==> src/rtl/led_fade_scheduler_if.sv <==
// Command port for led_fade_scheduler: one target-brightness write per transfer.
// A transfer completes on a rising clk_50 edge where cmd_valid && cmd_ready; once raised, the
// master holds cmd_valid and the payload stable until that edge, and ready never depends on valid.
interface led_fade_scheduler_if #(
    parameter int CH_W = 2
);
    logic            cmd_valid;
    logic            cmd_ready;
    logic [CH_W-1:0] cmd_ch;
    logic [7:0]      cmd_level;
    logic            cmd_immediate;

    modport master (
        output cmd_valid, cmd_ch, cmd_level, cmd_immediate,
        input  cmd_ready
    );

    modport slave (
        input  cmd_valid, cmd_ch, cmd_level, cmd_immediate,
        output cmd_ready
    );
endinterface

==> src/rtl/led_fade_scheduler.sv <==
// Multi-channel LED PWM with a shared prescaler/phase counter and a round-robin fade scheduler
// that steps each channel's level one count per fade tick toward its commanded target.
module led_fade_scheduler #(
    parameter int NUM_CH   = 4,
    parameter int CH_W     = 2,
    parameter int PRESCALE = 2500,
    parameter int FADE_DIV = 100000
) (
    input  logic                 clk_50,
    input  logic                 reset,
    led_fade_scheduler_if.slave  cmd,
    output logic [NUM_CH-1:0]    led,
    output logic [NUM_CH-1:0]    busy,
    output logic                 o_dbg_state,
    output logic [3:0]           o_dbg_idx
);
    localparam int PW = (PRESCALE > 1) ? $clog2(PRESCALE) : 1;
    localparam int FW = (FADE_DIV > 1) ? $clog2(FADE_DIV) : 1;

    typedef enum logic {
        S_IDLE  = 1'b0,
        S_SWEEP = 1'b1
    } state_t;

    logic [PW-1:0] r_presc;
    logic [7:0]    r_pwm_pos;
    logic [FW-1:0] r_fade;
    logic          w_presc_tc;
    logic          w_fade_tick;

    state_t        r_state;
    state_t        w_state_nxt;
    logic [3:0]    r_idx;
    logic [3:0]    w_idx_nxt;
    logic          w_ready;
    logic          w_accept;

    logic [7:0]    r_level  [NUM_CH];
    logic [7:0]    r_target [NUM_CH];

    assign w_presc_tc  = (r_presc == PW'(PRESCALE - 1));
    assign w_fade_tick = (r_fade == FW'(FADE_DIV - 1));

    // Free-running timebases; commands never touch them.
    always_ff @(posedge clk_50) begin
        if (reset) begin
            r_presc   <= '0;
            r_pwm_pos <= '0;
            r_fade    <= '0;
        end else begin
            r_presc <= w_presc_tc ? '0 : r_presc + PW'(1);
            if (w_presc_tc) begin
                r_pwm_pos <= r_pwm_pos + 8'd1;
            end
            r_fade <= w_fade_tick ? '0 : r_fade + FW'(1);
        end
    end

    always_ff @(posedge clk_50) begin
        if (reset) begin
            r_state <= S_IDLE;
            r_idx   <= '0;
        end else begin
            r_state <= w_state_nxt;
            r_idx   <= w_idx_nxt;
        end
    end

    always_comb begin
        w_state_nxt = r_state;
        w_idx_nxt   = r_idx;
        w_ready     = 1'b0;
        case (r_state)
            S_IDLE: begin
                w_ready = 1'b1;
                if (w_fade_tick) begin
                    w_state_nxt = S_SWEEP;
                    w_idx_nxt   = '0;
                end
            end
            S_SWEEP: begin
                if (r_idx == 4'(NUM_CH - 1)) begin
                    w_state_nxt = S_IDLE;
                    w_idx_nxt   = '0;
                end else begin
                    w_idx_nxt = r_idx + 4'd1;
                end
            end
            default: begin
                w_state_nxt = S_IDLE;
                w_idx_nxt   = '0;
            end
        endcase
    end

    assign cmd.cmd_ready = w_ready & ~reset;
    assign w_accept      = cmd.cmd_valid & cmd.cmd_ready;

    // Commands are only accepted in IDLE, so a sweep update and a write never hit the same cycle.
    // Out-of-range channel numbers match no index and are silently dropped.
    always_ff @(posedge clk_50) begin
        if (reset) begin
            for (int i = 0; i < NUM_CH; i++) begin
                r_level[i]  <= '0;
                r_target[i] <= '0;
            end
        end else begin
            for (int i = 0; i < NUM_CH; i++) begin
                if ((r_state == S_SWEEP) && (r_idx == 4'(i))) begin
                    if (r_level[i] < r_target[i]) begin
                        r_level[i] <= r_level[i] + 8'd1;
                    end else if (r_level[i] > r_target[i]) begin
                        r_level[i] <= r_level[i] - 8'd1;
                    end
                end else if (w_accept && (cmd.cmd_ch == CH_W'(i))) begin
                    r_target[i] <= cmd.cmd_level;
                    if (cmd.cmd_immediate) begin
                        r_level[i] <= cmd.cmd_level;
                    end
                end
            end
        end
    end

    // Compare uses the phase before it advances, giving exactly L high steps per frame.
    always_ff @(posedge clk_50) begin
        if (reset) begin
            led <= '0;
        end else if (w_presc_tc) begin
            for (int i = 0; i < NUM_CH; i++) begin
                led[i] <= (r_pwm_pos < r_level[i]);
            end
        end
    end

    always_comb begin
        busy = '0;
        for (int i = 0; i < NUM_CH; i++) begin
            busy[i] = (r_level[i] != r_target[i]);
        end
    end

    assign o_dbg_state = (r_state == S_SWEEP);
    assign o_dbg_idx   = r_idx;
endmodule

==> src/flat_wrapper.sv <==
// flat-port wrapper written by rule: the top's interface ports become plain ports
module led_fade_scheduler_flat 
#(
    parameter int NUM_CH   = 4,
    parameter int CH_W     = 2,
    parameter int PRESCALE = 2500,
    parameter int FADE_DIV = 100000
)
  (clk_50, reset, led, busy, o_dbg_state, o_dbg_idx, cmd_cmd_valid, cmd_cmd_ch, cmd_cmd_level, cmd_cmd_immediate, cmd_cmd_ready);
  led_fade_scheduler_if #(.CH_W(CH_W)) cmd_i ();
  input  logic clk_50;
  input  logic reset;
  output logic [NUM_CH-1:0] led;
  output logic [NUM_CH-1:0] busy;
  output logic o_dbg_state;
  output logic [3:0] o_dbg_idx;
  input wire logic [$bits(cmd_i.cmd_valid)-1:0] cmd_cmd_valid;
  input wire logic [$bits(cmd_i.cmd_ch)-1:0] cmd_cmd_ch;
  input wire logic [$bits(cmd_i.cmd_level)-1:0] cmd_cmd_level;
  input wire logic [$bits(cmd_i.cmd_immediate)-1:0] cmd_cmd_immediate;
  output wire logic [$bits(cmd_i.cmd_ready)-1:0] cmd_cmd_ready;
  assign cmd_i.cmd_valid = cmd_cmd_valid;
  assign cmd_i.cmd_ch = cmd_cmd_ch;
  assign cmd_i.cmd_level = cmd_cmd_level;
  assign cmd_i.cmd_immediate = cmd_cmd_immediate;
  assign cmd_cmd_ready = cmd_i.cmd_ready;
  led_fade_scheduler #(.NUM_CH(NUM_CH), .CH_W(CH_W), .PRESCALE(PRESCALE), .FADE_DIV(FADE_DIV)) u_core (.clk_50(clk_50), .reset(reset), .cmd(cmd_i), .led(led), .busy(busy), .o_dbg_state(o_dbg_state), .o_dbg_idx(o_dbg_idx));
endmodule
==> config.mk <==
export PLATFORM = sky130hd
export DESIGN_NAME = led_fade_scheduler_flat
export DESIGN_NICKNAME = d
export VERILOG_FILES = /design/src/rtl/led_fade_scheduler_if.sv /design/src/rtl/led_fade_scheduler.sv /design/src/flat_wrapper.sv
export SDC_FILE = /design/constraint.sdc
export NUM_CORES = 1
export LEC_CHECK = 0
export CAP_MARGIN = 20
export CORE_ASPECT_RATIO = 1.75
export CORE_MARGIN = 5
export CORE_UTILIZATION = 41
export DETAILED_ROUTE_END_ITERATION = 10
export GPL_TIMING_DRIVEN = 0
export PLACE_DENSITY = 0.54
export SETUP_SLACK_MARGIN = 0.3
export SLEW_MARGIN = 20
export SYNTH_ARGS = -nofsm -noshare
export SYNTH_HDL_FRONTEND = slang
export SYNTH_SLANG_ARGS = --single-unit
export TNS_END_PERCENT = 1
==> constraint.sdc <==
create_clock -name clk_50 -period 3.5 [get_ports clk_50]
set_input_delay 0.35 -clock clk_50 [delete_from_list [all_inputs] [get_ports clk_50]]
set_output_delay 0.35 -clock clk_50 [all_outputs]
set_load 0.05 [all_outputs]
==> impl_summary.md, run 1 <==
Outcome
The run finished with clean final reports.

Timing
The worst hold slack after final layout is 0.458 ns. The hold violation count in the final report was 0. At the pin with the least slew margin, the transition time is 0.858 ns. Between clock sinks in the finished design, the worst skew comes to 0.00881 ns. The setup TNS is 0 ns. The worst pin sits at a relative slew slack of 0.421. The final number of max-transition violations came to 0. The final critical-path share of the clock period is 0.909. Setup repair after global routing could not meet its margin everywhere. Setup violations remaining at the end of the flow were counted as 0. The worst path needs 3.18 ns of the cycle, external delays included. The achievable clock frequency is 0.314 GHz.

Floorplan
The floorplan step defined a die boundary enclosing 0.0206 mm². The die is 186 µm tall. The number of placed I/O pins is 28. From left edge to right edge, the die measures 111 µm. The number of standard-cell rows in the floorplan is 64. The initial utilization of the core area, before any placement, comes to 0.418. The area inside the core boundary is 0.0175 mm².

Critical path
The class of the most critical setup path is register to register. The signal arrival time at the worst endpoint is 3.30 ns. The endpoint class of the critical path is a register. The highest net fanout along the worst path is 3. The startpoint type of the worst setup path is a register.

At the worst endpoint, the required time is 3.62 ns.

Route
After detailed routing, the wire length on met1 is 7.49 mm. The pre-antenna-repair detailed-routing pass consisted of 4 iterations. The wire length reported by the detailed router is 19.9 mm. Dividing the detail-routed via count by the number of cells gives 5.49.

The per-cell routed wire length is 18.2 µm. The first routing iteration left 257 violations. In the routed design, unresolved DRC markers number 0. Wire segments on met2 add up to 10.9 mm in the final route. Signal routing reaches up to met5. The total number of vias is 6007. The post-detailed-route count of antenna-violating nets is 0. Wire segments on met3 add up to 716 µm in the final route.

Layout
The number of nets in the finished design is 962. In the final layout, the share of cells above drive strength 1 is 0.125. Counting the fill cells in the layout gives 1733. With fillers left out, the area of the finished cells amounts to 0.00867 mm². The repair_antennas step left the layout with diodes totalling 0. The growth of design area from synthesis to finish is 18.9%.

Logic synthesis
Synthesis instantiated 57 different standard cells from the library. The simple-gate portion of the synthesized area is 0.216. The post-synthesis adder-cell area fraction is 0.158.

The instance count of the mapped netlist is 782. The post-synthesis mux area share is 0.00275. Of the total synthesized cell area, the portion taken by XOR and XNOR cells is 0.0529. After synthesis, the largest family of logic cells by area is simple AND/OR/NAND/NOR gates. During synthesis, Yosys emitted a total of 0 warnings. The share of flip-flops with an asynchronous set or reset after synthesis is 0.

The average footprint of a synthesized cell is 9.32 µm². The number of enable flip-flop cells after synthesis is 64. The count of state elements after synthesis is 110. Counting every net in the synthesized netlist gives 886. In this run the cell area of the synthesized design comes to 0.00729 mm².

The sequential share of the synthesized area is 0.390. The primary flip-flop cell chosen by synthesis mapping is edfxtp_1. The compound-cell area share of the yosys netlist came to 0.127.

Power and ir drop
The worst-case IR drop observed on VDD is 0.307 mV. The total chip power is 0.00287 W. For this design the static power due to leakage is 3.63 nW.

The total power density per cell area is 331 mW/mm².

Place
The congestion estimate from routability-driven global placement came to 0.859. Once placement finished, the instance area stood at 0.00789 mm². The number of buffers added on ports is 27.

After legalization and detailed placement, the total HPWL measured 14.6 mm.

Global route
The initial antenna violation count came to 1. The first global-routing pass estimated 31.8 mm of wire. In the global route stage, overall resource usage came out at 0.195. Summed over all layers, the global routing overflow is 0.

The number of global-route vias before repair came to 6242. The largest net degree at the start of global routing is 18.

Clocking
The total number of H-tree levels is 3. Hold repair after CTS inserted 0 buffers. The longest clock path from root to sink contains 2 buffers. The root buffer cell is clkbuf_16. Clock latency on the worst-skew pair, taken at its later pin, is 0.37 ns. The number of buffers created by CTS is 9.

The CTS tree is done. Clock-pin slew was measured on the worst setup and hold paths at 0.07 ns. The clock sink total is 110.

Job
The number of max-capacitance violations reported is 0.

Worst hold path
The tightest min-delay check is of the register to register type.
[placed cells by master (no fill, tap or decap), types with 11 or more instances in the layout]
cell / n
xnor2_1: 17
dfxtp_1: 46
nand3_1: 30
and3_1: 24
nand4_1: 12
o21ai_0: 28
clkbuf_16: 11
nand2_1: 53
ha_1: 80
xor2_1: 27
a21o_1: 11
nor2_1: 72
buf_4: 39
nor3_1: 15
edfxtp_1: 64
clkbuf_1: 16
clkdlybuf4s50_1: 27
and2_1: 32
inv_1: 75
a21oi_1: 17
[where the power goes]
group | internal (W) | switching [W] | total, W | leakage (nW)
Sequential | 0.00141 | 0.0000329 | 0.00144 | 1.04
Combinational | 0.000147 | 0.000196 | 0.000343 | 2.44
Clock | 0.000592 | 0.000494 | 0.00109 | 0.157
Total | 0.00215 | 0.000723 | 0.00287 | 3.63
[flip-flops by register name, indices dropped and copies added, names as in the netlist]
| signal | count |
|---|---|
| u_core.led | 4 |
| u_core.o_dbg_idx | 4 |
| u_core.o_dbg_state | 1 |
| u_core.r_fade | 17 |
| u_core.r_level | 32 |
| u_core.r_presc | 12 |
| u_core.r_pwm_pos | 8 |
| u_core.r_target | 32 |
[cells in the mapped netlist (all sizes together), types with 15 or more instances]
| cell type | count | area, µm² |
|---|---|---|
| and2 | 32 | 200 |
| o21ai | 37 | 185 |
| inv | 78 | 293 |
| nor3 | 16 | 85.1 |
| a21oi | 20 | 100 |
| xnor2 | 17 | 149 |
| ha | 87 | 1090 |
| nor2 | 74 | 278 |
| edfxtp | 64 | 1920 |
| and3 | 25 | 156 |
| dfxtp | 46 | 921 |
| xor2 | 27 | 236 |
| nand3 | 33 | 165 |
| nand2 | 53 | 199 |
| clkbuf | 15 | 56.3 |
[per-stage QoR]
stage	instances	setup slack, ns	util
detailed placement	1040	-0.306	0.452
global route	1094	0.123	0.496
global placement	1040	-0.250	0.452
finish	1094	0.317	0.496
CTS	1082	0.253	0.486
floorplan	782	0.0979	-
[final timing paths]
| path | start | to | slack [ns] | depth (start not counted) |
|---|---|---|---|---|
| max | u_core.r_level[1][5]$_SDFFCE_PN0P_ | u_core.r_level[1][7]$_SDFFCE_PN0P_ | 0.32 | 13 |
| max reg2reg | u_core.r_level[1][5]$_SDFFCE_PN0P_ | u_core.r_level[1][7]$_SDFFCE_PN0P_ | 0.32 | 13 |
| min reg2reg | u_core.r_presc[0]$_SDFF_PP0_ | u_core.r_presc[0]$_SDFF_PP0_ | 0.46 | 1 |
| min | u_core.r_presc[0]$_SDFF_PP0_ | u_core.r_presc[0]$_SDFF_PP0_ | 0.46 | 1 |
[cell families (layout without fill, tap and decap cells)]
| family | Yosys count | in the layout |
|---|---|---|
| AO/OA/AOI/OAI | 137 | 137 |
| XOR/XNOR | 44 | 44 |
| adder cells (fa/ha/maj) | 90 | 90 |
| buffers and inverters | 97 | 178 |
| flip-flops | 110 | 110 |
| multiplexers | 2 | 2 |
| AND/OR/NAND/NOR | 302 | 302 |
[critical path: stages (launching register included)]
cell and delay, ns:
edfxtp_1 0.50, ha_4 0.32, a211o_1 0.16, a21oi_2 0.08, and3_4 0.18, or3_4 0.41, inv_4 0.08, ha_4 0.19
a21o_1 0.19, a211oi_2 0.18, nor2_1 0.10, o41ai_2 0.28, or4_1 0.18, nand3_1 0.07
[layout make-up]
class	count	area, µm²	share of cell area
Timing Repair Buffer	65	556	0.0641
Multi-Input combinational cell	575	4270	0.493
Clock buffer	13	293	0.0338
Buffer	19	95.1	0.0110
Clock inverter	3	20.0	0.00231
Sequential cell	110	2840	0.328
Tap cell	231	289	0.0333
Inverter	78	303	0.0349
[per-layer routing]
layer	track usage	vias to the layer above
li1	-	2943
met1	0.199	2889
met4	0.0896	2
met5	0	-
met3	0.0340	52
met2	0.379	121
[what timing repair did]
item,in CTS,in global routing
pin swaps,28,23
resized for setup,20,20
setup endpoints to repair,10,8
setup buffers,26,12
No activity file was read; power rests on OpenSTA's default activity.
==> run 2: changes to the inputs <==
==> constraint.sdc (replaced) <==
create_clock -name clk_50 -period 3.5 [get_ports clk_50]
set_input_delay 0.7 -clock clk_50 [delete_from_list [all_inputs] [get_ports clk_50]]
set_output_delay 0.7 -clock clk_50 [all_outputs]
set_load 0.05 [all_outputs]
==> impl_summary.md, run 2 (synthesized netlist as in run 1, its figures left out) <==
Route
The per-cell routed wire length is 18.3 µm (+0.92%). The post-detailed-route count of antenna-violating nets came to 0 (unchanged). The detailed-router iteration count before antenna repair is 5 (+1).

The number of violations reported at the end of detailed-routing iteration 0 is 339 (+32%). The total DRC errors in the routed layout came to 0 (unchanged). The wire length reported by the detailed router is 20.0 mm (+0.64%). The via-per-instance ratio is 5.56 (+1.2%). The total number of vias is 6063 (+0.93%).

Place
The number of cells after detailed placement came to 1040 (unchanged). The cell area after placement is 0.00789 mm² (unchanged). The total half-perimeter wirelength after legalization and detailed placement is 14.6 mm (unchanged). The number of buffers added on ports came to 27 (unchanged). The placer congestion estimate was 0.859 (unchanged).

Global route
The wire length of the first global-routing pass is 31.7 mm (-0.31%). The overall track demand over capacity in global routing is 0.195 (-0.000744). The initial antenna violation count was 1 (unchanged). The total grt overflow is 0 (unchanged). The number of global-route vias before repair is 6201 (-0.66%). The largest net degree at the start of global routing is 18 (unchanged).

Layout
In the layout the commonest cells are ha_1, inv_1, nor2_1. The library cell used most frequently in the layout, excluding fill and tap cells, is ha_1. The share of post-route cells with drive strength above 1 came to 0.128 (+0.00276). The antenna diode instance count is 0 (unchanged). The final standard cell utilization of the core is 0.497 (about the same). The final standard cell area without fillers is 0.00867 mm² (about the same). The number of cells in the finished layout apart from fillers is 1091 (-0.27%).

The largest registers in the layout are u_core.r_level: 32 flops, u_core.r_target: 32 flops, u_core.r_fade: 17 flops. The growth of design area from synthesis to finish was 19.0% (about the same). The number of nets in the finished design is 959 (-0.31%).

Clocking
The register clock-pin slew on the reported worst setup and hold paths is 0.07 ns (about the same). The post-cts hold buffer count is 0 (unchanged). The maximum buffer depth of the clock tree is 2 (unchanged). The latest clock arrival within the worst-skew pair is 0.37 ns (about the same).

The tree is rooted in a clkbuf_16. The clock sink total is 110 (unchanged). The total number of H-tree levels came to 3 (unchanged). TritonCTS built the clock tree. The number of buffers created by CTS is 9 (unchanged).

Power and ir drop
The switching power share of the total is 0.253 (+0.000938). The leakage power is 3.62 nW (-0.36%). The clock network fraction of total power is 0.379 (about the same). The internal power is 0.00215 W (-0.14%). The worst supply voltage drop on vdd came to 0.307 mV (about the same). The net switching power of the design was 0.000726 W (+0.36%). The sequential share of power is 0.503 (about the same). The total power density per cell area came to 331 mW/mm² (about the same). The combinational share of power is 0.118 (about the same). The total chip power is 0.00287 W (about the same).

Worst hold path
The type of the worst min-delay path is register to register.

Timing
The pin slew with the least headroom to its limit is 0.868 ns (+0.00994 ns). The final critical-path share of the clock period is 0.918 (+0.00887). The worst hold slack after final layout is 0.458 ns (-0.0000290 ns). The hold violation count in the final report came to 0 (unchanged). Setup repair after global routing could not meet its margin everywhere. The total setup violations reported at the end of the flow is 0 (unchanged).

The time the final worst path needs with I/O delays and setup is 3.21 ns (+0.0310 ns). The relative max-transition margin is 0.414 (-0.00671). The clock skew was 0.00994 ns (+0.00112 ns).

The final number of max-transition violations came to 0 (unchanged). The achievable clock frequency is 0.311 GHz (-0.97%).

Critical path
The critical-path cell with the highest stage delay is edfxtp_1. The class of the most critical setup path is register to register. The worst endpoint required time was 3.62 ns (about the same). The worst setup path is launched from a register. Traced cell by cell, the critical path runs through ha_4, and2_1, o21ai_1, and3_4, or3_4, inv_4, ha_1, a21o_1, a211oi_2, nor2_1, o41ai_2, or4_1, nand3_1. The worst stage delay on the critical path is 0.50 ns (about the same). The highest net fanout along the worst path came to 4 (+1). The signal arrival time at the worst endpoint is 3.33 ns (+0.03 ns). STA classifies the critical path endpoint as a register.

Job
The number of max-capacitance violations reported is 0 (unchanged).

Floorplan
The die footprint came to 0.0206 mm² (unchanged). The number of standard-cell rows in the floorplan is 64 (unchanged). The area inside the core boundary is 0.0175 mm² (unchanged). The horizontal die dimension was 111 µm (unchanged). The die height came to 186 µm (unchanged). The effective utilization at floorplan is 0.418 (unchanged). The number of placed I/O pins is 28 (unchanged).

Outcome
The flow ran to the end, and the final reports show no timing, DRC or antenna violations.
run 2: area by class of cell:
cell class	count	area, µm²
Fill cell	1734	8790
Multi-Input combinational cell	575	4290
Sequential cell	110	2840
Timing Repair Buffer	62	537
Inverter	78	303
Clock buffer	13	293
Tap cell	231	289
Buffer	19	95.1
Clock inverter	3	20.0
run 2: final timing paths:
kind	from	endpoint	slack [ns]	cells after the start
max	u_core.r_level[0][3]$_SDFFCE_PN0P_	u_core.r_level[0][7]$_SDFFCE_PN0P_	0.29	13
min	u_core.r_presc[0]$_SDFF_PP0_	u_core.r_presc[0]$_SDFF_PP0_	0.46	1
max reg2reg	u_core.r_level[0][3]$_SDFFCE_PN0P_	u_core.r_level[0][7]$_SDFFCE_PN0P_	0.29	13
min reg2reg	u_core.r_presc[0]$_SDFF_PP0_	u_core.r_presc[0]$_SDFF_PP0_	0.46	1
run 2: critical path, delay by kind of cell (launching register included):
kind,cells,cell delay [ns]
adders and majority gates,2,0.53
DFF,1,0.50
AOI/OAI and AO/OA,4,0.82
buffers and inverters,1,0.08
and+or+nand+nor,6,1.03
run 2: routing by layer:
layer  vias to the layer above  track usage  wire length, µm
met2                       131        0.377            10900
li1                       2941            -                -
met4                         2       0.0877              922
met1                      2932        0.200             7540
met3                        57       0.0334              689
met5                         -            0               10
run 2: timing repair:
action                     4_1_cts  5_1_grt
hold endpoints to repair         0        0
setup endpoints to repair       15       13
pin swaps                       17       34
buffers inserted                20       15
gates resized for setup         16       34
run 2: stage by stage:
step,setup WS [ns],TNS (ns)
6_report,0.286,0
5_1_grt,0.179,0
4_1_cts,0.221,0
3_5_place_dp,-0.656,-6.95
3_3_place_gp,-0.600,-5.98
2_1_floorplan,0.0979,0
run 2: power groups by stage:
stage | Clock (W) | Sequential (W) | Combinational (W)
6_report | 0.00109 | 0.00144 | 0.000339
5_1_grt | 0.00117 | 0.00145 | 0.000379
4_1_cts | 0.00111 | 0.00144 | 0.000311
3_5_place_dp | 0 | 0.00148 | 0.000287
3_3_place_gp | 0 | 0.00147 | 0.000276
2_1_floorplan | 0 | 0.00146 | 0.000190
